<file path="src/rtl/pop_vc_pkg.sv">
// Shared definitions for the VC pop arbiter: scheduling mode encodings and
// the width helper used to size index ports.
package pop_vc_pkg;

  typedef enum int unsigned {
    MODE_STRICT = 0,
    MODE_WRR    = 1
  } pop_mode_e;

  // Index width for n items; never less than one bit so ports stay legal.
  function automatic int unsigned clog2(input int unsigned n);
    int unsigned r;
    r = 0;
    while ((32'd1 << r) < n) r++;
    return (r == 0) ? 1 : r;
  endfunction

endpackage

</file>
<file path="src/rtl/pop_vc_rr_pick.sv">
// Find-first-set over a request vector, scanning upward from a rotating start
// index and wrapping modulo NUM_VC.
module pop_vc_rr_pick
  import pop_vc_pkg::*;
#(
  parameter int unsigned NUM_VC = 4
) (
  input  logic [NUM_VC-1:0]        req,
  input  logic [clog2(NUM_VC)-1:0] start,
  output logic                     found,
  output logic [clog2(NUM_VC)-1:0] idx
);

  localparam int unsigned IW = clog2(NUM_VC);

  always_comb begin
    int unsigned j;
    j     = 0;
    found = 1'b0;
    idx   = '0;
    for (int unsigned k = 0; k < NUM_VC; k++) begin
      j = (32'(start) + k) % NUM_VC;
      if (!found && req[IW'(j)]) begin
        found = 1'b1;
        idx   = IW'(j);
      end
    end
  end

endmodule

</file>
<file path="src/rtl/pop_delay_vcn.sv">
// Pops one virtual-channel FIFO per cycle toward its destination FIFO, using
// strict priority with anti-starvation or weighted round-robin.
module pop_delay_vcn
  import pop_vc_pkg::*;
#(
  parameter int unsigned NUM_VC       = 4,
  parameter int unsigned NUM_DEST     = 2,
  parameter int unsigned MODE         = 0,
  parameter int unsigned STARVE_LIMIT = 15,
  parameter int unsigned WGT_W        = 4
) (
  input  logic                                clk,
  input  logic                                reset,
  input  logic [NUM_VC-1:0]                   vc_empty,
  input  logic [NUM_VC*clog2(NUM_DEST)-1:0]   vc_dest,
  input  logic [NUM_DEST-1:0]                 d_full,
  input  logic [NUM_VC*WGT_W-1:0]             cfg_weight,
  output logic [NUM_VC-1:0]                   vc_read,
  output logic                                grant_valid,
  output logic [clog2(NUM_VC)-1:0]            grant_id,
  output logic [NUM_VC-1:0]                   vc_delay
);

  localparam int unsigned DW = clog2(NUM_DEST);
  localparam int unsigned IW = clog2(NUM_VC);

  logic [NUM_VC-1:0] elig;
  logic [NUM_VC-1:0] dest_full;

  // An out-of-range destination makes the VC ineligible but never "delayed".
  always_comb begin
    logic [DW-1:0] dest;
    logic          dest_ok;
    dest      = '0;
    dest_ok   = 1'b0;
    elig      = '0;
    dest_full = '0;
    for (int unsigned i = 0; i < NUM_VC; i++) begin
      dest         = vc_dest[i*DW +: DW];
      dest_ok      = (32'(dest) < NUM_DEST);
      dest_full[i] = dest_ok && d_full[dest];
      elig[i]      = !vc_empty[i] && dest_ok && !d_full[dest];
    end
  end

  always_ff @(posedge clk or posedge reset) begin
    if (reset) vc_delay <= '0;
    else       vc_delay <= ~vc_empty & dest_full;
  end

  logic [NUM_VC-1:0] pick_req;
  logic [IW-1:0]     pick_start;
  logic              pick_found;
  logic [IW-1:0]     pick_idx;
  logic              raw_valid;
  logic [IW-1:0]     raw_idx;

  pop_vc_rr_pick #(.NUM_VC(NUM_VC)) u_pick (
    .req   (pick_req),
    .start (pick_start),
    .found (pick_found),
    .idx   (pick_idx)
  );

  generate
    if (MODE == int'(MODE_WRR)) begin : g_wrr
      logic [IW-1:0]    ptr_q;
      logic [WGT_W-1:0] crd_q;
      logic             stay;
      logic [WGT_W-1:0] w_sel;
      logic [WGT_W-1:0] crd_load;

      assign stay       = elig[ptr_q] && (crd_q != '0);
      assign pick_req   = elig;
      assign pick_start = IW'((32'(ptr_q) + 32'd1) % NUM_VC);
      assign raw_valid  = stay || pick_found;
      assign raw_idx    = stay ? ptr_q : pick_idx;
      assign w_sel      = cfg_weight[32'(pick_idx)*WGT_W +: WGT_W];
      // A zero weight behaves as one: a single pop, no extra credit.
      assign crd_load   = (w_sel == '0) ? '0 : w_sel - WGT_W'(1);

      always_ff @(posedge clk or posedge reset) begin
        if (reset) begin
          ptr_q <= '0;
          crd_q <= '0;
        end else if (stay) begin
          crd_q <= crd_q - WGT_W'(1);
        end else if (pick_found) begin
          ptr_q <= pick_idx;
          crd_q <= crd_load;
        end
      end
    end else begin : g_strict
      logic [7:0]        wait_cnt [NUM_VC];
      logic [NUM_VC-1:0] starve;
      logic              cfg_unused;

      assign cfg_unused = ^cfg_weight;

      always_comb begin
        starve = '0;
        for (int unsigned i = 0; i < NUM_VC; i++)
          starve[i] = elig[i] && (wait_cnt[i] == 8'(STARVE_LIMIT));
      end

      // Starved VCs pre-empt plain priority; both resolve lowest-index first.
      assign pick_req   = (|starve) ? starve : elig;
      assign pick_start = '0;
      assign raw_valid  = pick_found;
      assign raw_idx    = pick_idx;

      always_ff @(posedge clk or posedge reset) begin
        if (reset) begin
          for (int unsigned i = 0; i < NUM_VC; i++) wait_cnt[i] <= '0;
        end else begin
          for (int unsigned i = 0; i < NUM_VC; i++) begin
            if (vc_empty[i] || (pick_found && pick_idx == IW'(i)))
              wait_cnt[i] <= '0;
            else if (wait_cnt[i] < 8'(STARVE_LIMIT))
              wait_cnt[i] <= wait_cnt[i] + 8'd1;
          end
        end
      end
    end
  endgenerate

  always_comb begin
    vc_read     = '0;
    grant_valid = 1'b0;
    grant_id    = '0;
    if (!reset && raw_valid) begin
      vc_read[raw_idx] = 1'b1;
      grant_valid      = 1'b1;
      grant_id         = raw_idx;
    end
  end

endmodule

</file>
<file path="config.mk">
export PLATFORM = sky130hd
export DESIGN_NAME = pop_delay_vcn
export DESIGN_NICKNAME = d
export VERILOG_FILES = /design/src/rtl/pop_vc_pkg.sv /design/src/rtl/pop_vc_rr_pick.sv /design/src/rtl/pop_delay_vcn.sv
export SDC_FILE = /design/constraint.sdc
export NUM_CORES = 1
export LEC_CHECK = 0
export BUFFER_PORTS_ARGS = -buffer_cell sky130_fd_sc_hd__buf_4
export CORE_MARGIN = 8
export CORE_UTILIZATION = 45
export CTS_CLUSTER_DIAMETER = 80
export DETAILED_ROUTE_END_ITERATION = 6
export GPL_TIMING_DRIVEN = 0
export PLACE_DENSITY_LB_ADDON = 0.1
export SLEW_MARGIN = 20
export SYNTH_ARGS = -nofsm -noshare
export SYNTH_HDL_FRONTEND = slang
export SYNTH_HIERARCHICAL = 1
export SYNTH_SLANG_ARGS = --single-unit
</file>
<file path="constraint.sdc">
create_clock -name clk -period 3.5 [get_ports clk]
set_input_delay 0.7 -clock clk [delete_from_list [all_inputs] [get_ports clk]]
set_output_delay 0.7 -clock clk [all_outputs]
set_load 0.1 [all_outputs]
</file>
==> impl_results.md, run 1 <==
* Status: finished, violations left
* Failing checks: negative setup slack
* Fraction of registers with async set/reset at 100%
* Max Clk Rate at 0.283 GHz
* Diode insertion count for antenna repair at 0
* Setup WS pre-CTS at -0.888 ns
* Die extent in x at 80.3 um
* Tcrit/Tclk final at 101%
* Routed wire length per instance at 16.4 um
* Final hold viol count at 0
* Net load switching power at 297 uW
* Number of levels in the clock H-tree at 2
* Gr usage total at 14.3%
* Sequential power share at 44.8%
* R2r endpoint: g_strict.wait_cnt[2]
* DR iter-0 viols at 50
* Unrepaired setup endpoints after global routing: true
* Final layout net count at 267
* Cell row count at 23
* Clock power frac at 31.0%
* Power per unit of standard cell area at 383 mW/mm2
* Number of detailed-route iterations in the first pass at 4
* Count of yosys warnings during synthesis at 6
* Pin slew with the least headroom to its limit at 0.736 ns
* Dominant synthesized flop cell: dfrtp_1
* GR met3 Demand/Resource at 3.35%
* Overall via count from detail_route at 1632
* Insertion delay to the later sink of the worst-skew pair at 0.28 ns
* Setup-violating endpoint count in the final report at 3
* Min-delay src: g_strict.wait_cnt[6]
* Data arrival time at the worst-slack endpoint at 2.84 ns
* Maximum number of pins on one net before global-route repair at 37
* I/O pin count at 39
* Number of cells on the worst hold path at 1
* Met2 usage at 25.3%
* Average footprint of a synthesized cell at 10.2 um2
* Number of clock buffers inserted by TritonCTS at 5
* Worst Hold Endpoint: g_strict.wait_cnt[6]
* Synthesis-to-finish area growth at 40.1%
* Proportion of total power due to net switching at 29.8%
* Core area at 0.00400 mm2
* Post-detailed-route DRC marker count at 0
* Logic gate share of total power at 24.3%
* Final weighted congestion of routability-driven global placement at 0.721
* Peak-usage layer in the global routing report: met2
* Yosys cell types at 34
* Final setup margin at -0.0359 ns
* Placed wire-length estimate at 3250 um
* Internal power at 701 uW
* IR drop worst, VDD at 313 uV
* Antenna viol nets, final at 0
* Post-synth EDFFs at 0
* Clock tree from TritonCTS: yes
* Clock transition at the register clock pins on the worst setup and hold paths after CTS at 0.07 ns
* Leading cell type in the layout, fill and taps excluded: dfrtp_1
* GRT overflow at 0
* Critical setup path kind: flop to output pin
* First-pass GRT wire length at 7330 um
* Portion of the post-synthesis area used by sequential elements at 48.4%
* Via density per instance at 5.73
* Post-synthesis register bit count at 36
* Leading cell types in the layout, fill and taps excluded: 36 x dfrtp_1, 35 x buf_4, 20 x a21oi_1
* Met1 routing resource usage after global routing at 16.1%
* Max Cap Violations at 0
* Peak fanout along the critical path at 5
* CP Capture Type: output pin
* Fin. max-slew vios at 0
* Maximum number of buffers from clock root to sink at 2
* Fraction of final layout cells sized beyond drive strength 1 at 37.0%
* Cell area after synthesis at 0.00186 mm2
* Max-slew headroom at the worst pin at 50.8%
* Via count of the first global-routing pass at 1635
* Total Die Area at 0.00645 mm2
* Number of buffer cells added on primary ports at 22
* Clock sinks at 36
* Starting density of the core at 46.5%
* Total Neg Setup Slack at -0.0771 ns
* R2R Path Start: g_strict.wait_cnt[12]
* Crit path time final at 3.54 ns
* Number of antenna violations at the first check in global routing at 0
* WP data required at 2.80 ns
* Die span in y at 80.3 um
* Slack of the worst reg-to-reg path at 0.36 ns
* Reported leakage power at 1.22 nW
* Mapped Cells at 183
* Maximum clock skew at final layout at 0.00407 ns
* Launching element type of the critical path: flop
* Fin util at 65.2%
* Hold WC Path Type: flop to flop
* Clock root buffer: clkbuf_8
* Total routed wirelength at 4670 um
* Reg2reg path depth at 12
[cells by family after synthesis]
family	Yosys count	synth area share, %
fa+ha+maj	4	2.69
simple gates	82	29.6
flops	36	48.4
other cells	1	0.201
compound gates	47	15.2
buf+inv	9	1.81
mux	4	2.15
[cell usage after synthesis (2+ instances only)]
cell / count / area (um2)
inv_1: 6 / 22.5
nor4_1: 4 / 25.0
nand2_1: 2 / 7.51
dfrtp_1: 36 / 901
o41ai_1: 3 / 26.3
and2_1: 17 / 106
nand4b_1: 3 / 26.3
clkbuf_1: 2 / 7.51
ha_1: 4 / 50.1
nand3_1: 9 / 45.0
nand2b_1: 4 / 25.0
or3_1: 8 / 50.1
o21bai_1: 2 / 15.0
o31ai_1: 4 / 30.0
nand3b_1: 2 / 15.0
nor2_1: 6 / 22.5
nor2b_1: 4 / 25.0
mux2i_1: 4 / 40.0
and3_1: 6 / 37.5
and4b_1: 6 / 60.1
or4_4: 4 / 45.0
nor3_1: 4 / 20.0
a21oi_1: 22 / 110
o21ai_0: 9 / 45.0
a21o_1: 2 / 15.0
a31oi_1: 2 / 12.5
[state kept, by name, indices dropped and copies added, names as in the netlist]
signal and flops:
vc_delay 4, g_strict.wait_cnt 32
[per-stage QoR]
step	cell area [um2]	total power, mW	cells	hold WS, ns
finish	2610	0.998	285	0.523
global route	2610	1.05	285	0.547
floorplan	1960	0.597	189	0.477
detailed placement	2180	0.649	261	0.501
CTS	2540	0.996	281	0.528
global placement	2180	0.640	261	0.494
[what timing repair did]
| item | in CTS | in global routing |
|---|---|---|
| endpoints found under the setup margin | 39 | 7 |
| gates resized for setup | 35 | 9 |
| buffers inserted | 15 | 4 |
| pin swaps | 14 | 7 |
| hold buffers | 0 | 0 |
[how the worst max path moves through the flow]
stage	start	to	slack [ns]	cells after the start
global placement	vc_dest[2]	vc_read[3]	-0.73	8
finish	g_strict.wait_cnt[12]	vc_read[3]	-0.04	8
global route	g_strict.wait_cnt[8]	vc_read[3]	-0.10	10
detailed placement	vc_dest[2]	vc_read[1]	-0.89	8
floorplan	g_strict.wait_cnt[4]	vc_read[2]	-0.54	8
CTS	g_strict.wait_cnt[24]	vc_read[3]	-0.02	9
[layer usage]
layer  vias up  share of wire (%)
met5         -                  0
met4         0                1.0
met3         6                3.9
met2        31                 53
met1       810                 42
li1        785                  -
[worst max-delay path, stage by stage, from the launching register on]
cell and delay, ns:
dfrtp_1 0.40, or4_4 0.57, nor4b_4 0.28, buf_4 0.18, o41ai_4 0.11, a221o_1 0.36, a21oi_4 0.25, and3_4 0.23
buf_12 0.17
[area by class of cell]
type	instances	area [um2]
clock buffer	7	96.3
fill	313	1390
inverter	7	26.3
multi-input combinational	144	1150
sequential	36	901
tap	50	62.6
timing repair buffer	41	374
[power by group through the flow]
stage | combinational, mW | sequential, mW | clock (mW)
2_1_floorplan | 0.124 | 0.473 | 0
3_3_place_gp | 0.187 | 0.453 | 0
3_5_place_dp | 0.195 | 0.454 | 0
4_1_cts | 0.231 | 0.445 | 0.320
5_1_grt | 0.258 | 0.449 | 0.340
6_report | 0.242 | 0.447 | 0.309
No activity file was read; power rests on OpenSTA's default activity.
==> run 2: changes to the inputs <==
--- a/config.mk
+++ b/config.mk
@@ -5,14 +5,13 @@
 export SDC_FILE = /design/constraint.sdc
 export NUM_CORES = 1
 export LEC_CHECK = 0
-export BUFFER_PORTS_ARGS = -buffer_cell sky130_fd_sc_hd__buf_4
 export CORE_MARGIN = 8
 export CORE_UTILIZATION = 45
 export CTS_CLUSTER_DIAMETER = 80
 export DETAILED_ROUTE_END_ITERATION = 6
+export DONT_BUFFER_PORTS = 1
 export GPL_TIMING_DRIVEN = 0
 export PLACE_DENSITY_LB_ADDON = 0.1
-export SLEW_MARGIN = 20
 export SYNTH_ARGS = -nofsm -noshare
 export SYNTH_HDL_FRONTEND = slang
 export SYNTH_HIERARCHICAL = 1
==> run 2 against run 1 <==
Against the previous run:
- the run still ends with negative setup slack left
- sequential power rose by 4.7%
- clock power rose by 29%
- register-to-register slack got worse by 1.1 ns
- wire length rose by 6.4%
- cell area rose by 2.4%
- worst hold slack got worse by 0.11 ns
- global-route usage rose by 1.2 points
- core utilization rose by 1.5 points
- largest cell class unchanged
- highest routed layer unchanged
==> impl_results.md, run 2 (synthesis gave the netlist of run 1 again) <==
* Peak fanout along the critical path at 6 (+1)
* GRT overflow at 0 (unchanged)
* Fraction of final layout cells sized beyond drive strength 1 at 43.6% (+6.6 points)
* Total Die Area at 0.00645 mm2 (unchanged)
* Area of the multi-input gates at 0.00125 mm2 (+9.2%)
* Max Clk Rate at 0.233 GHz (-18%)
* Top routing layer in use: met4
* Data arrival time at the worst-slack endpoint at 3.60 ns (+0.76 ns)
* Gr usage total at 15.5% (+1.2 points)
* R2r endpoint: g_strict.wait_cnt[26]
* R2R Path Start: g_strict.wait_cnt[15]
* WP data required at 2.80 ns (about the same)
* Max-slew headroom at the worst pin at 41.3% (-9.5 points)
* Status: finished, violations left
* Final worst hold slack at 0.418 ns (-0.105 ns)
* Launching element type of the critical path: flop
* Die span in y at 80.3 um (unchanged)
* Delay-heaviest family, CP: simple AND/OR/NAND/NOR gates
* Final setup margin at -0.800 ns (-0.764 ns)
* Number of fill cells at 276 (-12%)
* Number of buffer cells added on primary ports at 0 (-100%)
* Leading cell types in the layout, fill and taps excluded: 38 x buf_4, 36 x dfrtp_1, 15 x and2_1
* Diode insertion count for antenna repair at 0 (unchanged)
* Antenna viol nets, final at 0 (unchanged)
* Overall via count from detail_route at 1641 (+0.55%)
* Via count of the first global-routing pass at 1590 (-2.8%)
* Largest registers: g_strict.wait_cnt: 32 flops, vc_delay: 4 flops
* Clock tree from TritonCTS: yes
* Reg2reg path depth at 24 (+12)
* Maximum number of buffers from clock root to sink at 2 (unchanged)
* Total Neg Setup Slack at -20.72 ns (-20.65 ns)
* Post-detailed-route DRC marker count at 0 (unchanged)
* Maximum number of pins on one net before global-route repair at 37 (unchanged)
* Via density per instance at 5.78 (+0.91%)
* Pin slew with the least headroom to its limit at 0.880 ns (+0.144 ns)
* Number of buffers added to fix hold violations after cts at 0 (unchanged)
* First-pass GRT wire length at 7820 um (+6.6%)
* Starting density of the core at 46.5% (unchanged)
* Insertion delay to the later sink of the worst-skew pair at 0.29 ns (about the same)
* Met1 wire length at 2060 um (+4.1%)
* Number of antenna violations at the first check in global routing at 0 (unchanged)
* Power per unit of standard cell area at 414 mW/mm2 (+8.1%)
* Final hold viol count at 0 (unchanged)
* Maximum clock skew at final layout at 0.0119 ns (+0.00785 ns)
* Clock root buffer: clkbuf_8
* Reported leakage power at 1.22 nW (-0.35%)
* Hold WC Path Type: primary input to async pin
* Number of levels in the clock H-tree at 2 (unchanged)
* Slack of the worst reg-to-reg path at -0.77 ns (-1.13 ns)
* Setup-violating endpoint count in the final report at 38 (+35)
* Final layout net count at 265 (-0.75%)
* Synthesis-to-finish area growth at 43.3%
* Peak per-stage delay on the critical path at 0.62 ns (+0.05 ns)
* Met3 WL at 246 um (+34%)
* Cell row count at 23 (unchanged)
* I/O pin count at 39 (unchanged)
* Unrepaired setup endpoints after global routing: true
* Crit path time final at 4.30 ns (+0.764 ns)
* Failing checks: negative setup slack
* Crit path from: g_strict.wait_cnt[8]
* Highest-delay cell along the critical path: nor2b_4
* Max Cap Violations at 0 (unchanged)
* Tcrit/Tclk final at 123% (+22 points)
* Clock transition at the register clock pins on the worst setup and hold paths after CTS at 0.08 ns (about the same)
* CP Capture Type: output pin
* Number of gates on the worst path with buffers counted at 10 (+2)
* Leading cell type in the layout, fill and taps excluded: buf_4
* Final weighted congestion of routability-driven global placement at 0.799 (+11%)
* Die extent in x at 80.3 um (unchanged)
* CP bufs+invs at 2 (unchanged)
* Number of clock buffers inserted by TritonCTS at 5 (unchanged)
* Register bank with the most flops: g_strict.wait_cnt
* Number of detailed-route iterations in the first pass at 4 (unchanged)
* Fin. max-slew vios at 0 (unchanged)
* Total routed wirelength at 4970 um (+6.4%)
* Placed wire-length estimate at 2960 um (-9.0%)
* Core area at 0.00400 mm2 (unchanged)
* Met2 wirelength from detailed routing at 2540 um (+3.3%)
* Crit-path cells: ha_2 > nand3_2 > nor4b_4 > buf_4 > o41ai_4 > inv_2 > nand3_2 > nor2b_4 > and2_4 > nor2b_4
* Routed wire length per instance at 17.5 um (+6.8%)
* DR iter-0 viols at 49 (-2.0%)
* IR drop worst, VDD at 339 uV (+8.5%)
* Clock sinks at 36 (unchanged)
* Critical setup path kind: flop to output pin
* Flip-flop count of the largest register, all copies and words added at 32 (unchanged)
* Area taken by flip-flops and latches at 901 um2 (unchanged)
==> run 2: cell count changes in the layout (fill, tap and decap cells not counted), sizes merged <==
cell	change
buf	-2
bufinv	+1
clkinvlp	+1
inv	-1
==> run 2: metal layers <==
metal,vias to the layer above,GRT usage (%)
met1,812,17.9
met5,-,0
li1,783,-
met4,0,5.64
met2,33,26.4
met3,13,4.69
==> run 2: layout make-up <==
class | count | area share (%)
multi-input combinational | 144 | 46.9
tap | 50 | 2.34
inverter | 7 | 1.13
clock buffer | 7 | 3.61
sequential | 36 | 33.8
timing repair buffer | 39 | 11.1
clock inverter | 1 | 1.13
==> run 2: worst max-delay path by stage <==
stage	endpoint	slack (ns)
3_3_place_gp	vc_read[2]	-0.76
6_report	vc_read[2]	-0.80
5_1_grt	vc_read[2]	-0.90
3_5_place_dp	vc_read[2]	-0.86
4_1_cts	vc_read[2]	-0.78
2_1_floorplan	vc_read[2]	-0.54
==> run 2: what timing repair did <==
item	4_1_cts	5_1_grt
buffers inserted	31	10
resized for setup	40	12
endpoints found under the setup margin	38	38
pin swaps	26	12
==> run 2: per-stage QoR <==
step	cell area (um2)	utilization, %	worst slack (ns)	total power, mW	instances
floorplan	1960	-	-0.537	0.597	189
global placement	2020	50.5	-0.757	0.615	239
detailed placement	2020	50.5	-0.861	0.620	239
CTS	2540	63.6	-0.781	1.09	274
global route	2670	66.7	-0.902	1.15	284
finish	2670	66.7	-0.800	1.10	284
==> run 2: worst register-to-register path: cells and delay by family, from the launching register on <==
kind / cells / cell delay (ns)
buffers and inverters: 16 / 2.02
and+or+nand+nor: 6 / 1.44
DFF: 1 / 0.40
AOI/OAI and AO/OA: 2 / 0.34
==> run 2: power by group <==
part	switching, mW	internal (mW)
Combinational	0.138	0.0988
Sequential	0.0360	0.432
Clock	0.148	0.251
Total	0.322	0.782
==> run 3: changes to the inputs <==
--- a/config.mk
+++ b/config.mk
@@ -16,3 +16,4 @@
 export SYNTH_HDL_FRONTEND = slang
 export SYNTH_HIERARCHICAL = 1
 export SYNTH_SLANG_ARGS = --single-unit
+export TNS_END_PERCENT = 50
==> constraint.sdc (replaced) <==
create_clock -name clk -period 5.36 [get_ports clk]
set_input_delay 1.072 -clock clk [delete_from_list [all_inputs] [get_ports clk]]
set_output_delay 1.072 -clock clk [all_outputs]
set_load 0.1 [all_outputs]
==> run 3 against run 2 <==
Against the previous run:
- the flow now finishes without violations
- worst hold slack improved by 0.096 ns
- first-iteration DRC count rose by 8.2%
- sequential share of layout area rose by 9.5 points
- cell area fell by 22%
- die area did not move
- clock skew fell by 0.0066 ns
- global-route usage fell by 2.3 points
- core utilization fell by 15 points
- critical path depth did not move
- clock power fell by 51%
- flip-flop and latch count did not move
==> impl_results.md, run 3 (synthesis gave the netlist of run 1 again) <==
* Status: complete, no violations
* Maximum number of buffers from clock root to sink at 2 (unchanged)
* Number of levels in the clock H-tree at 2 (unchanged)
* Flip-flop count of the largest register, all copies and words added at 32 (unchanged)
* Insertion delay to the later sink of the worst-skew pair at 0.28 ns (about the same)
* Reported leakage power at 0.985 nW (-19%)
* IR drop worst, VDD at 183 uV (-46%)
* Synthesis-to-finish area growth at 11.9%
* Die span in y at 80.3 um (unchanged)
* Hold WC Path Type: flop to flop
* Cell row count at 23 (unchanged)
* Gr usage total at 13.2% (-2.3 points)
* Count of placed standard cells in the final layout, fillers left out at 247 (-13%)
* Die extent in x at 80.3 um (unchanged)
* Clock sinks at 36 (unchanged)
* Placed wire-length estimate at 2930 um (-0.78%)
* Largest registers: g_strict.wait_cnt: 32 flops, vc_delay: 4 flops
* Number of buffer cells added on primary ports at 0 (unchanged)
* Crit path time final at 5.14 ns
* Final setup margin at 0.222 ns (+1.02 ns)
* Final worst hold slack at 0.514 ns (+0.0963 ns)
* Max-slew headroom at the worst pin at 28.3% (-13 points)
* Tcrit/Tclk final at 95.9%
* Maximum number of pins on one net before global-route repair at 37 (unchanged)
* Data arrival time at the worst-slack endpoint at 4.07 ns (+0.47 ns)
* Final weighted congestion of routability-driven global placement at 0.919 (+15%)
* Diode insertion count for antenna repair at 0 (unchanged)
* Number of clock buffers inserted by TritonCTS at 5 (unchanged)
* CP Capture Type: output pin
* Final design instance area without fill at 0.00208 mm2 (-22%)
* Fraction of final layout cells sized beyond drive strength 1 at 12.2% (-31 points)
* Peak fanout along the critical path at 7 (+1)
* I/O pin count at 39 (unchanged)
* Clock transition at the register clock pins on the worst setup and hold paths after CTS at 0.06 ns (-0.02 ns)
* Max Clk Rate at 0.195 GHz
* Total Die Area at 0.00645 mm2 (unchanged)
* Cell total after placement at 239 (unchanged)
* Final hold viol count at 0 (unchanged)
* Clock tree from TritonCTS: yes
* Number of buffers inserted to repair setup after CTS at 0 (-100%)
* Starting density of the core at 46.5% (unchanged)
* Core area at 0.00400 mm2 (unchanged)
* Leading cell type in the layout, fill and taps excluded: dfrtp_1
* Power, Total at 594 uW (-46%)
* Number of fill cells at 372 (+35%)
* Via count of the first global-routing pass at 1469 (-7.6%)
* Final layout net count at 228 (-14%)
* Setup WS pre-CTS at -0.115 ns (+0.746 ns)
* Max Cap Violations at 0 (unchanged)
* Via density per instance at 5.85 (+1.2%)
* Unrepaired setup endpoints after global routing: false
* Fin. max-slew vios at 0 (unchanged)
* Overall via count from detail_route at 1445 (-12%)
* Routed wire length per instance at 16.1 um (-7.8%)
* Number of detailed-route iterations in the first pass at 4 (unchanged)
* Number of antenna violations at the first check in global routing at 0 (unchanged)
* Total routed wirelength at 3990 um (-20%)
* Maximum clock skew at final layout at 0.00535 ns (-0.00657 ns)
* Setup-violating endpoint count in the final report at 0 (-100%)
* Antenna viol nets, final at 0 (unchanged)
* Pin slew with the least headroom to its limit at 1.07 ns (+0.194 ns)
* Cell Area, Placed at 0.00197 mm2 (-2.6%)
* GRT overflow at 0 (unchanged)
* Register bank with the most flops: g_strict.wait_cnt
* Power per unit of standard cell area at 285 mW/mm2 (-31%)
* Critical setup path kind: flop to output pin
* DR iter-0 viols at 53 (+8.2%)
* WP data required at 4.29 ns (+1.49 ns)
* Launching element type of the critical path: flop
* First-pass GRT wire length at 6780 um (-13%)
* Post-detailed-route DRC marker count at 0 (unchanged)
* Clock root buffer: clkbuf_8
* Leading cell types in the layout, fill and taps excluded: 36 x dfrtp_1, 22 x a21oi_1, 15 x and2_1
## run 3: changes by cell type in the layout (fill, tap and decap cells not counted), moves of 4 or more
| cell | before | now |
|---|---|---|
| a21oi_1 | 13 | 22 |
| ha_1 | 0 | 4 |
| a21oi_2 | 6 | 0 |
| buf_4 | 38 | 0 |
| and3_4 | 4 | 0 |
| ha_2 | 4 | 0 |
| clkbuf_1 | 0 | 4 |
## run 3: stage by stage
step,setup TNS (ns),util [%]
detailed placement,-0.115,49.1
finish,0,52.1
floorplan,0,-
CTS,0,51.4
global route,0,52.1
global placement,-0.182,49.1
## run 3: worst max-delay path: stages, from the launching register on
cell and delay [ns]:
dfrtp_1 0.40, ha_1 0.22, and3_1 0.18, clkbuf_1 0.15, and4b_1 0.26, o41ai_2 0.48
inv_1 0.14, nand3_1 0.23, nor2b_4 0.65, and2_4 0.46, nor2b_4 0.61
## run 3: worst paths after layout
| check | start | to | slack (ns) | cells after the start |
|---|---|---|---|---|
| min reg2reg | g_strict.wait_cnt[23] | g_strict.wait_cnt[23] | 0.51 | 1 |
| max reg2reg | g_strict.wait_cnt[12] | g_strict.wait_cnt[2] | 1.76 | 8 |
| max | g_strict.wait_cnt[16] | vc_read[2] | 0.22 | 10 |
| max in group asynchronous | reset | g_strict.wait_cnt[8] | 4.09 | 1 |
| min in group asynchronous | reset | vc_delay[0] | 0.79 | 1 |
| min | g_strict.wait_cnt[23] | g_strict.wait_cnt[23] | 0.51 | 1 |
## run 3: metal layers
layer	up-vias	global-route usage, %	wire [um]
li1	704	-	-
met1	720	16.0	1740
met2	17	22.0	2090
met3	4	3.46	133
met4	0	4.91	25
met5	-	0	0
## run 3: where the power goes
part           switching [mW]  internal, mW  leakage [nW]
Clock                  0.0914         0.105        0.0455
Sequential             0.0234         0.282         0.491
Combinational          0.0658        0.0262         0.448
## run 3: layout make-up
type / count / area [um2] / share of cell area [%]
Buffer: 2 / 7.51 / 0.360
Sequential cell: 36 / 901 / 43.2
Multi-Input combinational cell: 144 / 996 / 47.8
Inverter: 7 / 26.3 / 1.26
Tap cell: 50 / 62.6 / 3.00
Clock buffer: 8 / 90.1 / 4.32
## run 3: repair_timing
item | in CTS | in global routing
hold buffers | 0 | 0
gates resized for setup | 1 | 6
gates cloned | 0 | 0
endpoints found under the setup margin | 1 | 5
